===== src/rtl/sha256_pad_ctrl.sv =====
// SHA-256 front end: packs a byte stream into 512-bit blocks, appends FIPS 180-4
// padding and the big-endian bit length, and hands blocks to the core over valid/ready.
module sha256_pad_ctrl #(
    parameter int unsigned LEN_W = 64
) (
    input  logic         clk,
    input  logic         rst,
    input  logic         byte_rdy,
    input  logic         byte_stop,
    input  logic [7:0]   data_in,
    input  logic         blk_ready,
    output logic         blk_valid,
    output logic [511:0] blk_data,
    output logic         blk_first,
    output logic         blk_last,
    output logic         overflow,
    output logic         msg_done
);

    localparam int unsigned PTR_W = 6;
    localparam logic [PTR_W-1:0] PTR_LAST = PTR_W'(63);
    localparam logic [PTR_W-1:0] PTR_LEN  = PTR_W'(56);

    typedef enum logic [2:0] {IDLE, LOAD, PAD, ZERO, LEN, ISSUE, DONE} state_t;

    state_t             state, state_d;
    logic [PTR_W-1:0]   ptr, ptr_d;
    logic [LEN_W-1:0]   bitlen, bitlen_d;
    logic               first_flag, first_flag_d;
    logic               ret_zero, ret_zero_d;
    logic               blk_valid_d, blk_first_d, blk_last_d, overflow_d, msg_done_d;
    logic [511:0]       blk_data_d;

    logic [LEN_W:0]     bitlen_inc_c;
    logic [8:0]         byte_lsb_c;
    logic               xfer_c;

    assign bitlen_inc_c = (LEN_W+1)'(bitlen) + (LEN_W+1)'(8);
    // Byte 0 lands in the top byte lane of the block.
    assign byte_lsb_c   = 9'd504 - {ptr, 3'b000};
    assign xfer_c       = blk_valid & blk_ready;

    always_ff @(posedge clk) begin
        if (!rst) begin
            state      <= IDLE;
            ptr        <= '0;
            bitlen     <= '0;
            first_flag <= 1'b1;
            ret_zero   <= 1'b0;
            blk_valid  <= 1'b0;
            blk_data   <= '0;
            blk_first  <= 1'b0;
            blk_last   <= 1'b0;
            overflow   <= 1'b0;
            msg_done   <= 1'b0;
        end else begin
            state      <= state_d;
            ptr        <= ptr_d;
            bitlen     <= bitlen_d;
            first_flag <= first_flag_d;
            ret_zero   <= ret_zero_d;
            blk_valid  <= blk_valid_d;
            blk_data   <= blk_data_d;
            blk_first  <= blk_first_d;
            blk_last   <= blk_last_d;
            overflow   <= overflow_d;
            msg_done   <= msg_done_d;
        end
    end

    always_comb begin
        state_d      = state;
        ptr_d        = ptr;
        bitlen_d     = bitlen;
        first_flag_d = first_flag;
        ret_zero_d   = ret_zero;
        blk_valid_d  = blk_valid;
        blk_data_d   = blk_data;
        blk_first_d  = blk_first;
        blk_last_d   = blk_last;
        overflow_d   = overflow;
        msg_done_d   = 1'b0;

        // Bytes offered while not loading are dropped and flagged.
        if (byte_rdy && !(state inside {IDLE, LOAD})) overflow_d = 1'b1;

        case (state)
            IDLE, LOAD: begin
                if (byte_rdy) begin
                    blk_data_d[byte_lsb_c +: 8] = data_in;
                    ptr_d    = ptr + PTR_W'(1);
                    bitlen_d = bitlen_inc_c[LEN_W-1:0];
                    if (bitlen_inc_c[LEN_W]) overflow_d = 1'b1;
                    state_d  = LOAD;
                    if (ptr == PTR_LAST) begin
                        state_d     = ISSUE;
                        blk_valid_d = 1'b1;
                        blk_first_d = first_flag;
                        blk_last_d  = 1'b0;
                        ret_zero_d  = 1'b0;
                    end
                end else if (byte_stop) begin
                    state_d = PAD;
                end
            end
            PAD: begin
                blk_data_d[byte_lsb_c +: 8] = 8'h80;
                ptr_d   = ptr + PTR_W'(1);
                state_d = ZERO;
                if (ptr == PTR_LAST) begin
                    state_d     = ISSUE;
                    blk_valid_d = 1'b1;
                    blk_first_d = first_flag;
                    blk_last_d  = 1'b0;
                    ret_zero_d  = 1'b1;
                end
            end
            ZERO: begin
                // Buffer is already zero after reset/transfer, so only the pointer moves.
                if (ptr == PTR_LEN) begin
                    state_d = LEN;
                end else begin
                    ptr_d = ptr + PTR_W'(1);
                    if (ptr == PTR_LAST) begin
                        state_d     = ISSUE;
                        blk_valid_d = 1'b1;
                        blk_first_d = first_flag;
                        blk_last_d  = 1'b0;
                        ret_zero_d  = 1'b1;
                    end
                end
            end
            LEN: begin
                blk_data_d[63:0] = 64'(bitlen);
                state_d     = ISSUE;
                blk_valid_d = 1'b1;
                blk_first_d = first_flag;
                blk_last_d  = 1'b1;
                ret_zero_d  = 1'b0;
            end
            ISSUE: begin
                if (xfer_c) begin
                    first_flag_d = 1'b0;
                    blk_valid_d  = 1'b0;
                    blk_first_d  = 1'b0;
                    blk_last_d   = 1'b0;
                    blk_data_d   = '0;
                    ptr_d        = '0;
                    if (blk_last) begin
                        state_d    = DONE;
                        msg_done_d = 1'b1;
                    end else if (ret_zero) begin
                        state_d = ZERO;
                    end else begin
                        state_d = LOAD;
                    end
                end
            end
            DONE: begin
                if (!byte_stop) begin
                    state_d      = IDLE;
                    bitlen_d     = '0;
                    first_flag_d = 1'b1;
                end
            end
            default: state_d = IDLE;
        endcase
    end

endmodule


===== config.mk =====
export PLATFORM = sky130hd
export DESIGN_NAME = sha256_pad_ctrl
export DESIGN_NICKNAME = d
export VERILOG_FILES = /design/src/rtl/sha256_pad_ctrl.sv
export SDC_FILE = /design/constraint.sdc
export NUM_CORES = 1
export LEC_CHECK = 0
export ABC_CLOCK_PERIOD_IN_PS = 3600
export BUFFER_PORTS_ARGS = -buffer_cell sky130_fd_sc_hd__buf_2
export CORE_ASPECT_RATIO = 1.75
export CORE_MARGIN = 1.5
export CORE_UTILIZATION = 54
export CTS_CLUSTER_DIAMETER = 120
export DETAILED_ROUTE_END_ITERATION = 7
export PLACE_DENSITY = 0.76
export SYNTH_ARGS = -nofsm -noshare
export SYNTH_HDL_FRONTEND = slang
export SYNTH_SLANG_ARGS = --single-unit

===== constraint.sdc =====
create_clock -name clk -period 3.6 [get_ports clk]
set_input_delay 0.72 -clock clk [delete_from_list [all_inputs] [get_ports clk]]
set_output_delay 0.72 -clock clk [all_outputs]
set_load 0.02 [all_outputs]

Yosys cells after proc, flatten, opt, wreduce, memory -nomap -nowiden
Index checks and enable logic that the tools add are counted.
{"block": "op_classes", "n_bitwise": 1, "addsub": 4, "magnitude_cmp": 0, "n_mux": 49, "mul": 0, "n_shift": 3, "n_div": 0, "reduce_logical": 21, "eq_ne": 15}
{"operator": "one-hot mux 448 bit (3 select lines)", "count": 1}
{"operator": "bitwise mux 512 bit", "count": 2}
{"operator": "2-to-1 mux 512 bit", "count": 2}
{"operator": "variable shift 8 x 11 -> 512 bit, first input constant", "count": 1}
{"operator": "variable part select 8 x 11 -> 512 bit", "count": 1}
{"operator": "variable part select 8 x 11 -> 512 bit, first input constant", "count": 1}
{"operator": "one-hot mux 64 bit (4 select lines)", "count": 1}
{"operator": "2-to-1 mux 64 bit", "count": 2}
{"operator": "one-hot mux 64 bit (2 select lines)", "count": 1}
{"operator": "adder 64 x 4 -> 65 bit, second input constant", "count": 1}
{"operator": "2-to-1 mux 3 bit", "count": 9}
{"operator": "one-hot mux 6 bit (4 select lines)", "count": 1}
{"operator": "2-to-1 mux 1 bit", "count": 20}
{"operator": "2-to-1 mux 6 bit", "count": 3}
{"operator": "one-hot mux 3 bit (6 select lines)", "count": 1}
{"operator": "AND reduction 4 bit", "count": 4}
{"operator": "one-hot mux 1 bit (5 select lines)", "count": 3}
{"operator": "AND reduction 3 bit", "count": 5}
{"operator": "== test 6 bit, second input constant", "count": 2}
{"operator": "nonzero test 4 bit", "count": 3}
{"operator": "negator 9 -> 11 bit", "count": 1}
{"operator": "!= test 2 bit, second input constant", "count": 5}
{"operator": "== test 3 bit, second input constant", "count": 3}
{"operator": "subtractor 9 bit, first input constant", "count": 1}
{"operator": "other kinds (15)", "count": 19}
{"block": "word_totals", "mem_count": 0, "regBits": 592, "input_bits": 13, "output_inout_bits": 517, "latch_bits": 0, "rom_bits": 0, "ramBits": 0}

Depth between registers and ports, before layout
{"block": "logic_depth", "depth_word": 8, "depth_mapped": 12, "depth_no_buf": 8}

Worst setup path before layout
OpenSTA, ideal clock, no wires.
{"block": "synth_timing", "path_kind": "reg-to-reg", "from": "register ptr[0]", "to": "register blk_data[196]", "setup_ps": 115, "path_slack_ps": 694, "t_required_ps": 3485, "arrival_ps": 2791, "n_path_buf": 4, "path_stages_with_launch": 13, "path_cell_list": "dfxtp_1 buf_2 buf_2 inv_1 ha_1 clkbuf_1 nand2b_1 a211oi_2 o21ai_1 or2_2 clkbuf_1 and3_1 o21a_1"}
{"block": "synth_via", "elab_chain_cells": 6, "elab_cells_between_ends": 9}
{"element": "start, declared", "line": "27", "source": "logic [PTR_W-1:0] ptr, ptr_d;"}
{"element": "start signal, assigned", "line": "58", "source": "ptr <= ptr_d;"}
{"element": "subtractor 9 bit *", "line": "40", "source": "assign byte_lsb_c = 9'd504 - {ptr, 3'b000};"}
{"element": "negator 9 -> 11 bit *", "line": "90, 107"}
{"element": "variable part select 8 x 11 -> 512 bit / variable shift 8 x 11 -> 512 bit (equally long branches)", "line": "90, 107"}
{"element": "bitwise mux 512 bit", "line": "90", "source": "blk_data_d[byte_lsb_c +: 8] = data_in;"}
{"element": "2-to-1 mux 512 bit", "line": "89", "source": "if (byte_rdy) begin"}
{"element": "one-hot mux 448 bit (3 select lines) *", "line": "87", "source": "case (state)"}
{"element": "end signal, assigned", "line": "63", "source": "blk_data <= blk_data_d;"}
{"element": "end, declared", "line": "13", "source": "output logic [511:0] blk_data,"}
Every way passes the cells marked *; elsewhere a longest branch is shown, timed or not. The select of a mux whose other input is x is not followed.
A chain may end at the register's enable or synchronous reset.

Worst setup path after layout
{"block": "layout_timing", "from": "register state[1]", "to": "register blk_data[342]"}
{"block": "layout_via", "elab_chain_cells": 4, "elab_cells_between_ends": 10}
{"element": "start, declared", "line": "26", "source": "state_t state, state_d;"}
{"element": "start signal, assigned", "line": "57", "source": "state <= state_d;"}
{"element": "== test 3 x 1 -> 1 bit / logical NOT 3 bit (equally long branches)", "line": "87"}
{"element": "OR reduction 2 bit", "line": "87"}
{"element": "!= test 2 bit (no source line) / nonzero test 3 bit (equally long branches)"}
{"element": "AND reduction 3 bit (no source line)"}
Parallel ways exist; a longest one is shown, timed or not.

==> implementation parameters <==
Parameter                              Value

Clocking
  Clock slew at reported path FFs    0.07 ns
  Clock tree from TritonCTS    done
  Number of clock sinks seen by CTS    589
  H-tree levels    2
  Clock Tree Buf Depth    3
  Clock buffer count from CTS    50
  Worst-Skew Late Latency    0.60 ns
  # resized after CTS    0
  Cell at the root of the clock tree    clkbuf_16
  # Post-CTS Setup Buffers    0
  Hold buffer count at cts    0

STA
  Setup ws final    0.202 ns
  Final-report setup violation count    0
  Fraction of the cycle the final worst path needs    94.4%
  Slew headroom    12.8%
  RSZ-0062 raised after global routing    no
  Clock period minus final worst setup slack    3.40 ns
  Worst clock skew on the final layout    0.0187 ns
  Worst Tran Pin Value    1.31 ns
  Number of max-slew violations in the final report    0
  Maximum clock frequency    0.294 GHz
  TNS Setup    0 ns
  Count of final hold-check violations    0

Pwr
  PD cells    469 nW/um2
  Worst vdd rail ir drop    0.000458 V
  Leak Pwr    12.7 nW

Place
  Count of input and output buffers    529
  Detailed placement HPWL    71,900 um
  Setup WS pre-CTS    0.365 ns
  Final Wtd Congestion    1.02

GRT
  Wire length of the first global-routing pass    142,000 um
  Vias in the first global route    22,983
  Pin count of the biggest net entering global routing    131
  Antenna violations before repair    4
  Aggregate global-route resource usage    40.7%
  Gr ovfl total    0

Hold path
  Min-delay worst type    reg2reg
  Hold Crit Depth    2

Drt
  Total via count after detailed routing    23,869
  Residual DRC count    0
  Starting DRT DRC Count    2,497
  Via-to-Cell Ratio    6.44
  Detailed-route wire length    97,000 um
  Routed length per placed instance    26.1 um
  Number of optimization iterations in the first detailed-route pass    6
  Antenna violation net count after detailed routing    0

Floorplan
  Top-level port count    530
  Die footprint    46,000 um2
  Horizontal die dimension    163 um
  Initial core utilization    54.6%
  Row Count    102
  Std-Cell Core Area    44,200 um2
  Die span in y    283 um

Setup path
  Critical Path Start Type    register
  Critical path data arrival time    3.93 ns
  Crit-path max FO    25
  Kind of critical path    reg2reg
  Cell count of the worst reg-to-reg path    6
  Worst Path Required    4.13 ns
  Endpoint kind of the worst setup timing path    register

Cells and area
  Synth-to-layout area growth    21.4%
  Total Nets Final    3,113
  Share of post-route cells with drive strength above 1    26.8%

Flow run
  Number of maximum-capacitance violations    0

Yosys
  FFs w/ async S/R, synth    0%
  Part of the Yosys area used for sequential elements    48.9%
  Post-synth EDFFs    0
  Most frequently used cell type in the post-synthesis netlist    dfxtp_1
  Post-synthesis net count    2,609
  Leading post-synthesis cells by cell area    dfxtp_1 (49%), o2bb2ai_1 (4.9%), nor2_1 (3.9%)
  Cell taking the most area after synthesis    dfxtp_1
  Post-synthesis register bit count    589
  Top cells by count, synth    dfxtp_1 (589), nor2_1 (253), nand2_1 (207)
  Count of warnings emitted by yosys    0
  Area share of the largest cell type after synthesis    48.9%
  Netlist Area Pre-Place    24,100 um2
  Count of unique library cells instantiated by Yosys    80
  Syn Area/Cell    9.31 um2
  Gate count after technology mapping    2,591
  Most instantiated flip-flop cell in the synthesis netlist    dfxtp_1

Run status
  Status    complete, no violations
cell type report:
cell class | count | area, um2
Timing Repair Buffer | 645 | 3520
Inverter | 18 | 68.8
Tap cell | 572 | 716
Clock buffer | 73 | 1500
Clock inverter | 16 | 124
Antenna cell | 5 | 12.5
Multi-Input combinational cell | 1791 | 11500
Sequential cell | 589 | 11800
Fill cell | 3764 | 14900
power by group:
group	switching (mW)	leakage (nW)	internal [mW]	total, mW
sequential	0.0657	4.75	6.58	6.65
combinational	1.20	7.20	0.390	1.59
clock	2.51	0.805	2.97	5.48
through the flow:
stage | util (%) | area, um2 | power, mW | cells | hold slack, ns
global route | 66.3 | 29300 | 14.0 | 3707 | 0.467
CTS | 66.3 | 29300 | 13.7 | 3704 | 0.453
finish | 66.3 | 29300 | 13.7 | 3709 | 0.453
global placement | 62.6 | 27600 | 8.31 | 3615 | 0.436
detailed placement | 62.6 | 27600 | 8.33 | 3615 | 0.441
floorplan | - | 24100 | 7.67 | 2591 | 0.427
cell families (layout without fill, tap and decap cells):
kind of cell | after synthesis | count (layout) | synth area share (%)
AOI/OAI and AO/OA | 752 | 752 | 24.4
buffers and inverters | 211 | 752 | 3.51
DFF | 589 | 589 | 48.9
other | 0 | 5 | 0
muxes | 24 | 24 | 1.11
and+or+nand+nor | 949 | 949 | 19.6
xor gates and xnor gates | 61 | 61 | 2.25
adders and majority gates | 5 | 5 | 0.259
state kept, by name, summed over array words and instances (netlist names):
signal	count
blk_data	512
bitlen	61
ptr	6
state	3
blk_first	1
blk_last	1
blk_valid	1
first_flag	1
msg_done	1
overflow	1
ret_zero	1
worst max-delay path, cell delays in order, from the launching register on:
cell	delay [ns]
dfxtp_1	0.80
nand2b_1	0.18
a21oi_2	0.37
o21ai_1	0.40
nor2_1	0.72
nand3_1	0.47
a2bb2o_1	0.39
routing by layer:
layer / share of wire (%) / track usage, %
met5: 0 / 0
met4: 8.7 / 32.4
met3: 9.0 / 9.09
met2: 48 / 67.7
met1: 35 / 44.6
placed cells by master, fill, tap and decap left out, drive strengths merged, types with 73 or more instances in the layout:
cell       n
buf      645
dfxtp    589
nor2     257
nand2    207
nand3    183
o2bb2ai  136
a22o     103
a21oi    102
and3      95
o21ai     87
o21a      76
clkbuf    73
final timing paths:
check                                   start            end  slack (ns)
worst min-delay path            blk_data[111]  blk_data[111]        0.45
worst min register to register  blk_data[111]  blk_data[111]        0.45
worst max-delay path                 state[1]  blk_data[342]        0.20
worst max register to register       state[1]  blk_data[342]        0.20
(Power assumes the default switching activity.)
